### src/rtl/cross_bar_slave_arbiter.sv
// Per-slave-port arbiter for the cross bar.
// Masters whose address decodes to SLAVE_ID compete round-robin. The winner's
// address, command and write data are latched and presented to the slave
// until it accepts, or until the timeout fires. Reads take one extra
// response cycle that passes s_rdata back to the owner.
module cross_bar_slave_arbiter #(
    parameter int         NUM_MASTERS = 4,
    parameter int         AW          = 32,
    parameter int         DW          = 32,
    parameter logic [1:0] SLAVE_ID    = 2'd0,
    parameter int         TIMEOUT     = 16
) (
    input  logic                      clk,
    input  logic                      rst,
    input  logic [NUM_MASTERS-1:0]    m_req,
    input  logic [NUM_MASTERS*AW-1:0] m_addr,
    input  logic [NUM_MASTERS-1:0]    m_cmd,
    input  logic [NUM_MASTERS*DW-1:0] m_wdata,
    output logic [NUM_MASTERS-1:0]    m_ack,
    output logic [NUM_MASTERS-1:0]    m_rvalid,
    output logic [NUM_MASTERS-1:0]    m_err,
    output logic [DW-1:0]             m_rdata,
    output logic                      s_req,
    output logic [AW-1:0]             s_addr,
    output logic                      s_cmd,
    output logic [DW-1:0]             s_wdata,
    input  logic                      s_ack,
    input  logic [DW-1:0]             s_rdata,
    output logic [NUM_MASTERS-1:0]    grant
);

    localparam int PW = (NUM_MASTERS > 1) ? $clog2(NUM_MASTERS) : 1;
    localparam int TW = $clog2(TIMEOUT) + 1;

    typedef enum logic [1:0] {
        IDLE = 2'd0,
        BUSY = 2'd1,
        RESP = 2'd2
    } state_t;

    state_t                 state_q, state_d;
    logic [PW-1:0]          rr_ptr_q, rr_ptr_d;
    logic [TW-1:0]          timer_q, timer_d;
    logic [NUM_MASTERS-1:0] grant_q, grant_d;
    logic [AW-1:0]          addr_q, addr_d;
    logic                   cmd_q, cmd_d;
    logic [DW-1:0]          wdata_q, wdata_d;

    logic [NUM_MASTERS-1:0] eligible;
    logic                   win_found;
    logic [PW-1:0]          win_idx;
    logic [PW:0]            cand;
    logic                   timer_done;

    // A master competes only when it requests and its address targets this slave
    for (genvar gi = 0; gi < NUM_MASTERS; gi++) begin : g_elig
        assign eligible[gi] = m_req[gi] && (m_addr[gi*AW + AW - 1 -: 2] == SLAVE_ID);
    end

    assign timer_done = (timer_q == TW'(TIMEOUT - 1));

    // Round-robin search: first eligible index starting at rr_ptr, wrapping around
    always_comb begin
        win_found = 1'b0;
        win_idx   = '0;
        cand      = '0;
        for (int k = 0; k < NUM_MASTERS; k++) begin
            cand = {1'b0, rr_ptr_q} + (PW+1)'(k);
            if (cand >= (PW+1)'(NUM_MASTERS)) begin
                cand = cand - (PW+1)'(NUM_MASTERS);
            end
            if (!win_found && eligible[cand[PW-1:0]]) begin
                win_found = 1'b1;
                win_idx   = cand[PW-1:0];
            end
        end
    end

    // State register and latched transaction copy
    always_ff @(posedge clk) begin
        if (rst) begin
            state_q  <= IDLE;
            rr_ptr_q <= '0;
            timer_q  <= '0;
            grant_q  <= '0;
            addr_q   <= '0;
            cmd_q    <= 1'b0;
            wdata_q  <= '0;
        end else begin
            state_q  <= state_d;
            rr_ptr_q <= rr_ptr_d;
            timer_q  <= timer_d;
            grant_q  <= grant_d;
            addr_q   <= addr_d;
            cmd_q    <= cmd_d;
            wdata_q  <= wdata_d;
        end
    end

    // Next-state logic: arbitrate in IDLE, wait for ack or timeout in BUSY
    always_comb begin
        state_d  = state_q;
        rr_ptr_d = rr_ptr_q;
        timer_d  = timer_q;
        grant_d  = grant_q;
        addr_d   = addr_q;
        cmd_d    = cmd_q;
        wdata_d  = wdata_q;
        case (state_q)
            IDLE: begin
                if (win_found) begin
                    grant_d  = NUM_MASTERS'(1) << win_idx;
                    addr_d   = m_addr[win_idx*AW +: AW];
                    cmd_d    = m_cmd[win_idx];
                    wdata_d  = m_wdata[win_idx*DW +: DW];
                    rr_ptr_d = (win_idx == PW'(NUM_MASTERS - 1)) ? '0 : win_idx + PW'(1);
                    timer_d  = '0;
                    state_d  = BUSY;
                end
            end
            BUSY: begin
                if (s_ack) begin
                    // ack wins over a timeout landing in the same cycle
                    if (cmd_q) begin
                        state_d = IDLE;
                        grant_d = '0;
                    end else begin
                        state_d = RESP;
                    end
                end else if (timer_done) begin
                    state_d = IDLE;
                    grant_d = '0;
                end else begin
                    timer_d = timer_q + TW'(1);
                end
            end
            RESP: begin
                state_d = IDLE;
                grant_d = '0;
            end
            default: begin
                state_d = IDLE;
                grant_d = '0;
            end
        endcase
    end

    // Output decode; reset forces every master- and slave-facing strobe low
    always_comb begin
        m_ack    = '0;
        m_rvalid = '0;
        m_err    = '0;
        m_rdata  = '0;
        s_req    = 1'b0;
        grant    = '0;
        if (!rst) begin
            grant = grant_q;
            case (state_q)
                BUSY: begin
                    s_req = 1'b1;
                    if (s_ack) begin
                        m_ack = grant_q;
                    end else if (timer_done) begin
                        m_err = grant_q;
                    end
                end
                RESP: begin
                    m_rvalid = grant_q;
                    m_rdata  = s_rdata;
                end
                default: ;
            endcase
        end
    end

    assign s_addr  = addr_q;
    assign s_cmd   = cmd_q;
    assign s_wdata = wdata_q;

endmodule

### config.mk
export PLATFORM = sky130hd
export DESIGN_NAME = cross_bar_slave_arbiter
export DESIGN_NICKNAME = d
export VERILOG_FILES = /design/src/rtl/cross_bar_slave_arbiter.sv
export SDC_FILE = /design/constraint.sdc
export NUM_CORES = 1
export LEC_CHECK = 0
export CORE_AREA = 2 2 160 162
export DETAILED_ROUTE_END_ITERATION = 10
export DIE_AREA = 0 0 162 164
export PLACE_DENSITY = 0.59
export SLEW_MARGIN = 0
export SYNTH_ARGS = -nofsm -noshare
export SYNTH_HDL_FRONTEND = slang
export SYNTH_SLANG_ARGS = --single-unit
### constraint.sdc
create_clock -name clk -period 2.3 [get_ports clk]
set_clock_uncertainty 0.05 [all_clocks]
set_input_delay 0.23 -clock clk [delete_from_list [all_inputs] [get_ports clk]]
set_output_delay 0.23 -clock clk [all_outputs]
set_load 0.1 [all_outputs]
======== Word-level counts from Yosys, hierarchy flattened ========
Cells that the tools add are included.
operators by class
  add/sub/neg operators ................... 9
  multiply operators ...................... 0
  divide/modulo/power cells ............... 0
  magnitude comparators ................... 9
  eq/ne operators ......................... 9
  shift operators ......................... 3
  muxes and demuxes ....................... 51
  bitwise gates (word level) .............. 0
  reduce and logical (&&, ||, !) cells .... 20
operators with widths
  operator               count
  $shiftx A128 B8 Y32    2
  $mux W32               2
  $mux W4                14
  $mux W2                13
  $lt A2 B3 Y1 const B   5
  $mux W5                3
  $mux W1                11
  $bmux W1 S2            5
  $logic_not A2 Y1       5
  $pmux W5 S2            1
  $ge A3 B3 Y1 const B   3
  $pmux W4 S2            1
  $sub A2 B1 Y2 const B  4
  $logic_and A1 B1 Y1    7
  $add A2 B2 Y3 const B  2
  $ne A2 B2 Y1 const B   3
  $ne A3 B3 Y1 const B   2
  $add A5 B1 Y5 const B  1
  $eq A5 B4 Y1 const B   1
  $eq A2 B2 Y1 const B   2
  $pmux W2 S2            1
  $reduce_and A2 Y1      2
  $reduce_and A4 Y1      1
  $shl A1 B2 Y4 const A  1
  7 further kinds        9
word-level totals
  flip-flop bits (word level) ............. 78
  bits in latches ......................... 0
  bits in writable memories ............... 0
  ROM bits ................................ 0
  input bits .............................. 299
  output and inout port bits .............. 114
  logic and storage cells ................. 108
  memories kept ........................... 0

======== Logic depth before layout (Yosys ltp) ========
Gate-level depths: netlist of run 1.
  word-level depth ........................ 17
  mapped depth ............................ 9
  gate-level depth less buffers ........... 8

======== Worst setup path after synthesis of run 1 ========
No wires, ideal clock.
  path kind ............................... input-to-output
  start ................................... in rst
  end ..................................... out m_ack[2]
  data arrival time ....................... 2807 ps
  data required time ...................... 2020 ps
  path slack .............................. -787 ps
  cell stages on the path ................. 3
  buffers on the path ..................... 1
  cells stage by stage .................... clkbuf_1 > nor2b_1 > and3_1
between the ends
  longest elaborated chain between the ends .. 1
ends and longest elaborated chain
  item             line  RTL
  start, declared  14    input logic rst,
  $mux W4          156   if (!rst) begin
  end, declared    19    output logic [NUM_MASTERS-1:0] m_ack,
Every way passes these cells.

======== Worst setup path in the final report of run 1 ========
  start ................................... in m_addr[126]
  end ..................................... reg addr_q[12] (netlist: s_addr[12])
between the ends
  longest elaborated chain between the ends .. 15
  elaborated cells on any way between the ends .. 26
  classes of those cells .................. 1 x shift; 16 x mux; 9 x reduce/logical
ends and longest elaborated chain
  item                                                             line  RTL
  start, declared                                                  16    input logic [NUM_MASTERS*AW-1:0] m_addr,
  $logic_not A2 Y1 (*)                                             57    assign eligible[gi] = m_req[gi] && (m_addr[gi*AW + AW - 1 -: 2] == SLAVE_ID);
  $logic_and A1 B1 Y1 (*)                                          57
  $bmux W1 S2                                                      72    if (!win_found && eligible[cand[PW-1:0]]) begin
  $mux W1 (implied by the code)                                    72
  $mux W1                                                          72
  $logic_not A1 Y1                                                 72
  $logic_and A1 B1 Y1                                              72
  $mux W1                                                          72
  $logic_not A1 Y1                                                 72
  $logic_and A1 B1 Y1                                              72
  $mux W1                                                          72
  $logic_not A1 Y1                                                 72
  $logic_and A1 B1 Y1                                              72
  $mux W2 / $mux W1 (equally long branches)                        72
  $shiftx A128 B8 Y32 / $reduce_and A2 Y1 (equally long branches)  -
  end signal, assigned                                             94    addr_q <= addr_d;
  end, declared                                                    45    logic [AW-1:0] addr_q, addr_d;
Mark *: on every way between the ends. The rest lies on a longest branch, timed or not. The select of a mux whose other input is x is not followed.
A chain may end at the register's enable or synchronous reset.

==> Implementation_results.wiki, run 1 <==
{| class="wikitable"
! Metric !! Value
|-
| Post-synthesis to final-layout area growth || 94.5%
|-
| Synth warnings || 0
|-
| Sw power || 2.37 mW
|-
| H-tree depth || 3
|-
| CTS tree || yes
|-
| Maximum vdd ir drop || approximately 0.30 mV
|-
| Cell count after placement || 1,380
|-
| Class of the most critical hold timing path || flip-flop to flip-flop
|-
| Iteration-0 DRC Markers || slightly below 400
|-
| Maximum number of pins on one net before global-route repair || 45
|-
| Number of enable flip-flop cells after synthesis || 0
|-
| Initial antenna violation count || 2
|-
| Power per cell area || 520 nW/um^2
|-
| IO buf count || 412
|-
| Worst Reg2Reg Path Length in Cells || 7
|-
| Worst Hold Path EP || s_addr[28]$_SDFFE_PP0P_
|-
| Fraction of power consumed by combinational cells || 0.464
|-
| Final cycle utilization of the critical path || 0.967
|-
| Number of CTS-inserted buffers || 9
|-
| Post-route cell area || 11,300 sq um
|-
| Synthesized area per cell || roughly 8.6 sq um
|-
| Switch share || 0.405
|-
| Unrepaired setup endpoints after global routing || yes
|-
| Ports placed on the boundary || 413
|-
| Sequential Power Share || 0.267
|-
| Total global-route track usage || 0.216
|-
| Endpoint of the worst-slack reg-to-reg timing path || s_wdata[4]$_SDFFE_PP0P_
|-
| Ys async rst share || 0
|-
| Worst hold-check slack || 402 ps
|-
| Count of cell types in the netlist || 49
|-
| Placement-stage cell area || 10,900 sq um
|-
| Fraction of post-synthesis cell area in the top cell type by area || 0.269
|-
| Number of global-route vias before repair || 7,311
|-
| DR vias || 7,223
|-
| Fraction of final layout cells sized beyond drive strength 1 || 0.241
|-
| Global-route wire length before repair || 43,600 um
|-
| Die area || 26,600 sq um
|-
| Netlist Area Pre-Place || 5800 sq um
|-
| F_max || 450 MHz
|-
| Fraction of the yosys area taken by sequential cells || 0.269
|-
| Headroom to the max-slew limit || 0.586
|-
| Final Slew Violations || 0
|-
| Area leader, netlist || dfxtp_1
|-
| Time the final worst path needs with I/O delays and setup || 2220 ps
|-
| Clock-pin slew on the worst setup and hold paths || 70 ps
|-
| Final weighted congestion in routability-driven placement || 0.839
|-
| Die Height || 164 um
|-
| Drc violations || 0
|-
| Router iterations before antenna repair || 4
|-
| Chip Width || around 160 um
|-
| Insertion delay to the later sink of the worst-skew pair || 340 ps
|-
| Final layout net count || 1,367
|-
| Setup slack, reg-to-reg || roughly 160 ps
|-
| Root cell of the clock tree || clkbuf_16
|-
| Core footprint || 24,800 sq um
|-
| Crit path setup slack, layout || 75.7 ps
|-
| Initial Util || 0.234
|-
| Total number of placement rows || 58
|-
| Kind of start point of the critical path || input pin
|-
| Hold-critical path depth || 2
|-
| Non-filler instance count after layout || 1,396
|-
| Clk sink count || around 80
|-
| Sum of negative setup slack || 0 ps
|-
| Launch point of the worst hold path || s_addr[28]$_SDFFE_PP0P_
|-
| Wire length reported by the detailed router || 29,700 um
|-
| Worst EP arrival || 2400 ps
|-
| Buffer depth of the longest clock path || 2
|-
| Static Leakage || about 4.2 nW
|-
| Relative contribution of the clock network to total power || 0.269
|-
| Routed wirelength normalized by instance count || 21.3 um
|-
| Synthesized flop and latch total || 78
|-
| Status || finished clean
|-
| Transition time at the pin with the least slew margin || 616 ps
|-
| Final hold violations || 0
|-
| Cell-internal power || 3.49 mW
|-
| Remaining Overflow, GRT || 0
|-
| Required arrival time at the worst endpoint || 2480 ps
|-
| Syn Inst Count || 673
|-
| Setup-failing EPs final || 0
|-
| Post-synth net total || 978
|-
| Worst R2R Start || rr_ptr_q[1]$_SDFFE_PP0P_
|-
| Endpoint kind of the worst setup timing path || flip-flop
|-
| Detail Placement HPWL || around 22,000 um
|-
| Synth area leaders || dfxtp_1 27%, a211oi_1 13%, o31a_1 9.7%
|-
| Number of vias per cell || between 5 and 6
|-
| Category of the most critical setup path || input pin to flip-flop
|-
| Reported max-cap violation count || 0
|-
| Post-synth top flop || dfxtp_1
|-
| Max FO, Critical Path || 22
|-
| Post-place setup slack || -375 ps
|-
| Number of antenna-violating nets in the routed design || 0
|}
power by group through the flow:
stage | sequential, mW | clock [mW] | combinational, mW
detailed placement | 1.59 | 0 | 2.72
global placement | 1.59 | 0 | 2.71
global route | 1.58 | 1.67 | 2.84
finish | 1.57 | 1.58 | 2.72
floorplan | 2.43 | 0 | 0.754
CTS | 1.57 | 1.63 | 2.73
per-stage QoR:
| stage | util | total power [mW] |
|---|---|---|
| after global routing | 0.454 | 6.09 |
| after floorplan | - | 3.19 |
| after global placement | 0.439 | 4.30 |
| after CTS | 0.452 | 5.92 |
| after detailed placement | 0.439 | 4.31 |
| final | 0.454 | 5.86 |
worst max path at each step:
stage                                  from                      end  slack (ps)  depth (start not counted)
detailed placement              m_addr[126]  s_wdata[4]$_SDFFE_PP0P_        -380                          8
global placement                m_addr[126]  grant_q[3]$_SDFFE_PP0P_        -380                          7
CTS                 timer_q[0]$_SDFFE_PP0P_                 m_err[1]          20                          8
finish                          m_addr[126]  s_addr[12]$_SDFFE_PP0P_          80                          8
global route        timer_q[0]$_SDFFE_PP0P_                 m_err[0]          -3                          8
floorplan                               rst                 m_ack[0]        -200                          3
worst max-delay path, stage by stage:
cell,delay [ps]
clkdlybuf4s50_1,480
or3b_4,490
and2_2,240
nor3_4,220
inv_2,90
buf_4,250
a211oi_1,290
o31ai_1,110
cell usage in the layout (no fill, tap or decap), types with 3 or more instances in the layout:
| master | n |
|---|---|
| clkdlybuf4s50_1 | 298 |
| buf_4 | 101 |
| a211oi_1 | 98 |
| dfxtp_1 | 76 |
| nand2_1 | 69 |
| buf_12 | 66 |
| and4_1 | 63 |
| o31a_1 | 63 |
| o31ai_1 | 52 |
| and2_1 | 39 |
| a211oi_2 | 28 |
| o31ai_2 | 11 |
| clkbuf_16 | 9 |
| nor2_1 | 8 |
| a22o_1 | 5 |
| and3_1 | 4 |
| nor2b_2 | 4 |
| and2_4 | 4 |
| ha_1 | 4 |
| nor3b_2 | 3 |
| inv_1 | 3 |
| nand2b_1 | 3 |
| nand3_1 | 3 |
| a21oi_1 | 3 |
area by class of cell:
class / instances / area (sq um)
Timing Repair Buffer: 465 / 5060
Clock inverter: 4 / 72.6
Antenna cell: 1 / 2.50
Sequential cell: 78 / 1560
Inverter: 5 / 20.0
Clock buffer: 10 / 239
Multi-Input combinational cell: 503 / 3900
Fill cell: 2411 / 13500
Tap cell: 330 / 413
registers in the layout, indices dropped and copies added (netlist names):
register,cells
s_addr,32
grant_q,4
state_q,2
rr_ptr_q,2
s_cmd,1
timer_q,5
s_wdata,32
logic make-up after synthesis:
logic type,count (synthesis),synth area share
buffers and inverters,92,0.0736
adders and majority gates,6,0.0130
DFF,78,0.269
AOI/OAI and AO/OA,273,0.400
muxes,1,0.00173
xor gates and xnor gates,1,0.00151
and+or+nand+nor,222,0.241
cell usage after synthesis (4+ instances only):
library cell / number
a211oi_1: 99
dfxtp_1: 78
nand2_1: 69
o31a_1: 64
and4_1: 63
clkbuf_1: 55
o31ai_1: 52
and2_1: 44
a211oi_2: 27
buf_2: 20
o31ai_2: 11
nor2_1: 9
and3_1: 6
ha_1: 6
a22o_1: 5
buf_4: 5
buf_6: 5
nor2b_1: 4
routing by layer:
metal  up-vias  part of all wire  global-route usage
met2       344              0.50               0.383
li1       3432                 -                   -
met5         -           0.00044                   0
met4         2             0.029              0.0837
met1      3397              0.39               0.244
met3        48             0.083              0.0639
timing repair:
item,4_1_cts,5_1_grt
buffers inserted,0,1
endpoints found under the setup margin,10,67
hold buffers,0,0
resized for setup,3,13
No activity file was read; power rests on OpenSTA's default activity.
==> run 2: changes to the inputs <==
--- a/config.mk
+++ b/config.mk
@@ -5,10 +5,12 @@
 export SDC_FILE = /design/constraint.sdc
 export NUM_CORES = 1
 export LEC_CHECK = 0
-export CORE_AREA = 2 2 160 162
+export CORE_AREA = 2 2 159 161
+export CTS_CLUSTER_DIAMETER = 120
 export DETAILED_ROUTE_END_ITERATION = 10
-export DIE_AREA = 0 0 162 164
-export PLACE_DENSITY = 0.59
+export DIE_AREA = 0 0 161 163
+export DONT_BUFFER_PORTS = 1
+export PLACE_DENSITY = 0.38
 export SLEW_MARGIN = 0
 export SYNTH_ARGS = -nofsm -noshare
 export SYNTH_HDL_FRONTEND = slang
==> run 2 against run 1 <==
Combinational power is 21% lower. Design area is 28% lower. Worst setup slack better by 17 ps. Highest routed layer unchanged.
==> Implementation_results.wiki, run 2 (synthesis results as in run 1) <==
{| class="wikitable"
! Metric !! Value
|-
| Status || finished clean
|-
| Total global-route track usage || 0.193
|-
| Launch point of the worst hold path || s_ack
|-
| Clock-pin slew on the worst setup and hold paths || 70 ps
|-
| Endpoint of the worst-slack reg-to-reg timing path || s_wdata[25]$_SDFFE_PP0P_
|-
| Endpoint kind of the worst setup timing path || flip-flop
|-
| Category of the most critical setup path || flip-flop to flip-flop
|-
| IO buf count || 0
|-
| Ports placed on the boundary || 413
|-
| Transition time at the pin with the least slew margin || 934 ps
|-
| Remaining Overflow, GRT || 0
|-
| Die Height || 163 um
|-
| Number of CTS-inserted buffers || 9
|-
| Cell-internal power || 3.00 mW
|-
| Max FO, Critical Path || 65
|-
| Global-route wire length before repair || 38,400 um
|-
| Time the final worst path needs with I/O delays and setup || 2210 ps
|-
| Static Leakage || just under 3 nW
|-
| Class of the most critical hold timing path || input pin to flip-flop
|-
| Buffer depth of the longest clock path || 2
|-
| Final core occ || 0.329
|-
| Relative contribution of the clock network to total power || 0.301
|-
| DR vias || 6,172
|-
| Core footprint || 24,700 sq um
|-
| Switch share || 0.434
|-
| CTS tree || yes
|-
| Worst R2R Start || rr_ptr_q[0]$_SDFFE_PP0P_
|-
| Most used cells in the layout excluding fill and tap cells || 97 x a211oi_1, 95 x buf_4, 76 x dfxtp_1
|-
| Kind of start point of the critical path || flip-flop
|-
| Setup-failing EPs final || 0
|-
| Post-synthesis to final-layout area growth || 40.2%
|-
| Iteration-0 DRC Markers || 378
|-
| Chip Width || around 160 um
|-
| Routed wirelength normalized by instance count || 25.3 um
|-
| Fraction of final layout cells sized beyond drive strength 1 || 0.320
|-
| Required arrival time at the worst endpoint || 2480 ps
|-
| Unrepaired setup endpoints after global routing || yes
|-
| Final cycle utilization of the critical path || 0.960
|-
| Final hold violations || 0
|-
| Number of antenna-violating nets in the routed design || 0
|-
| Post-route cell area || 8130 sq um
|-
| Detail Placement HPWL || 20,700 um
|-
| Final layout net count || approximately 1,100
|-
| Maximum number of pins on one net before global-route repair || 66
|-
| Worst EP arrival || 2380 ps
|-
| Reported max-cap violation count || 0
|-
| Wire length reported by the detailed router || 27,600 um
|-
| F_max || 453 MHz
|-
| Worst Reg2Reg Path Length in Cells || 6
|-
| Total number of placement rows || 58
|-
| Worst Hold Path EP || timer_q[1]$_SDFFE_PP0P_
|-
| Drc violations || 0
|-
| Die area || 26,200 sq um
|-
| Headroom to the max-slew limit || 0.372
|-
| Most common cell after layout, fill and taps aside || a211oi_1
|-
| Final Slew Violations || 0
|-
| H-tree depth || 3
|-
| Setup slack, reg-to-reg || 90 ps
|-
| Initial antenna violation count || 4
|-
| Initial Util || 0.235
|-
| Number of vias per cell || 5.66
|-
| Sw power || 2.30 mW
|-
| Sum of negative setup slack || 0 ps
|-
| Number of global-route vias before repair || 6,248
|-
| Clk sink count || 78
|-
| Power per cell area || approximately 650 nW/um^2
|-
| Sequential Power Share || 0.291
|-
| Maximum vdd ir drop || 0.247 mV
|-
| Root cell of the clock tree || clkbuf_16
|-
| Router iterations before antenna repair || 5
|-
| Final weighted congestion in routability-driven placement || 0.919
|-
| Hold-critical path depth || 3
|-
| Placement-stage cell area || around 7600 sq um
|-
| Fraction of power consumed by combinational cells || 0.409
|-
| Insertion delay to the later sink of the worst-skew pair || roughly 340 ps
|}
run 2: changes by cell type in the layout (fill, tap and decap cells not counted), sizes merged:
cell	delta
o21bai	+1
clkdlybuf4s50	-298
diode	+2
clkbuf	+1
clkinvlp	+1
dlygate4sd3	+2
buf	-15
run 2: layout make-up:
class	count	area (sq um)
diodes	3	7.51
well taps	330	413
inverters	5	22.5
flip-flops and latches	78	1560
fillers	2561	16500
repair buffers	154	1850
multi-input cells	504	3950
clock buffers	11	233
clock inverters	5	83.8
run 2: timing repair:
action                     CTS  global route
pin swaps                    0             4
setup endpoints to repair    5            32
hold buffers                 2             0
hold endpoints to repair     5             0
gates resized for setup      3            25
setup buffers                0             1
gates cloned                 0             1
run 2: per-layer routing:
metal / GRT usage / share of wire
met5: 0 / 0.00047
met4: 0.0645 / 0.023
met3: 0.0555 / 0.084
met2: 0.360 / 0.52
met1: 0.210 / 0.38
run 2: worst max-delay path by stage:
stage	slack [ps]	endpoint	startpoint
final	90	s_wdata[25]$_SDFFE_PP0P_	rr_ptr_q[0]$_SDFFE_PP0P_
after global routing	-20	s_addr[17]$_SDFFE_PP0P_	rr_ptr_q[1]$_SDFFE_PP0P_
after global placement	-70	s_addr[12]$_SDFFE_PP0P_	m_addr[126]
after CTS	20	m_err[2]	timer_q[0]$_SDFFE_PP0P_
after floorplan	-200	m_ack[0]	rst
after detailed placement	-90	s_addr[12]$_SDFFE_PP0P_	m_addr[126]
run 2: power by group through the flow:
stage	registers, mW	logic (mW)	clock network (mW)
floorplan	2.43	0.754	0
global route	1.56	2.26	1.69
CTS	1.54	2.15	1.65
global placement	1.56	2.12	0
detailed placement	1.57	2.14	0
finish	1.54	2.16	1.59
run 2: metrics by stage:
stage          instances  worst slack [ps]  power, mW  hold WS (ps)
6_report            1090              92.6       5.30          63.7
5_1_grt             1089             -17.3       5.51          71.7
4_1_cts             1085              18.5       5.34          59.8
3_5_place_dp        1067             -90.2       3.71           260
3_3_place_gp        1067             -67.9       3.69           255
2_1_floorplan        673              -197       3.19           298
run 2: critical path: stages (launching register included):
cell and delay, ps:
dfxtp_1 410, nor4b_1 480, o21ba_2 230, nor3_4 60
buf_12 220, a211oi_1 510, o31ai_2 90
==> run 3: changes to the inputs <==
--- a/config.mk
+++ b/config.mk
@@ -5,6 +5,7 @@
 export SDC_FILE = /design/constraint.sdc
 export NUM_CORES = 1
 export LEC_CHECK = 0
+export ABC_CLOCK_PERIOD_IN_PS = 2300
 export CORE_AREA = 2 2 159 161
 export CTS_CLUSTER_DIAMETER = 120
 export DETAILED_ROUTE_END_ITERATION = 10
==> results of run 3 <==
Same layout as run 2: the final DEF is identical, and so are final timing and power.
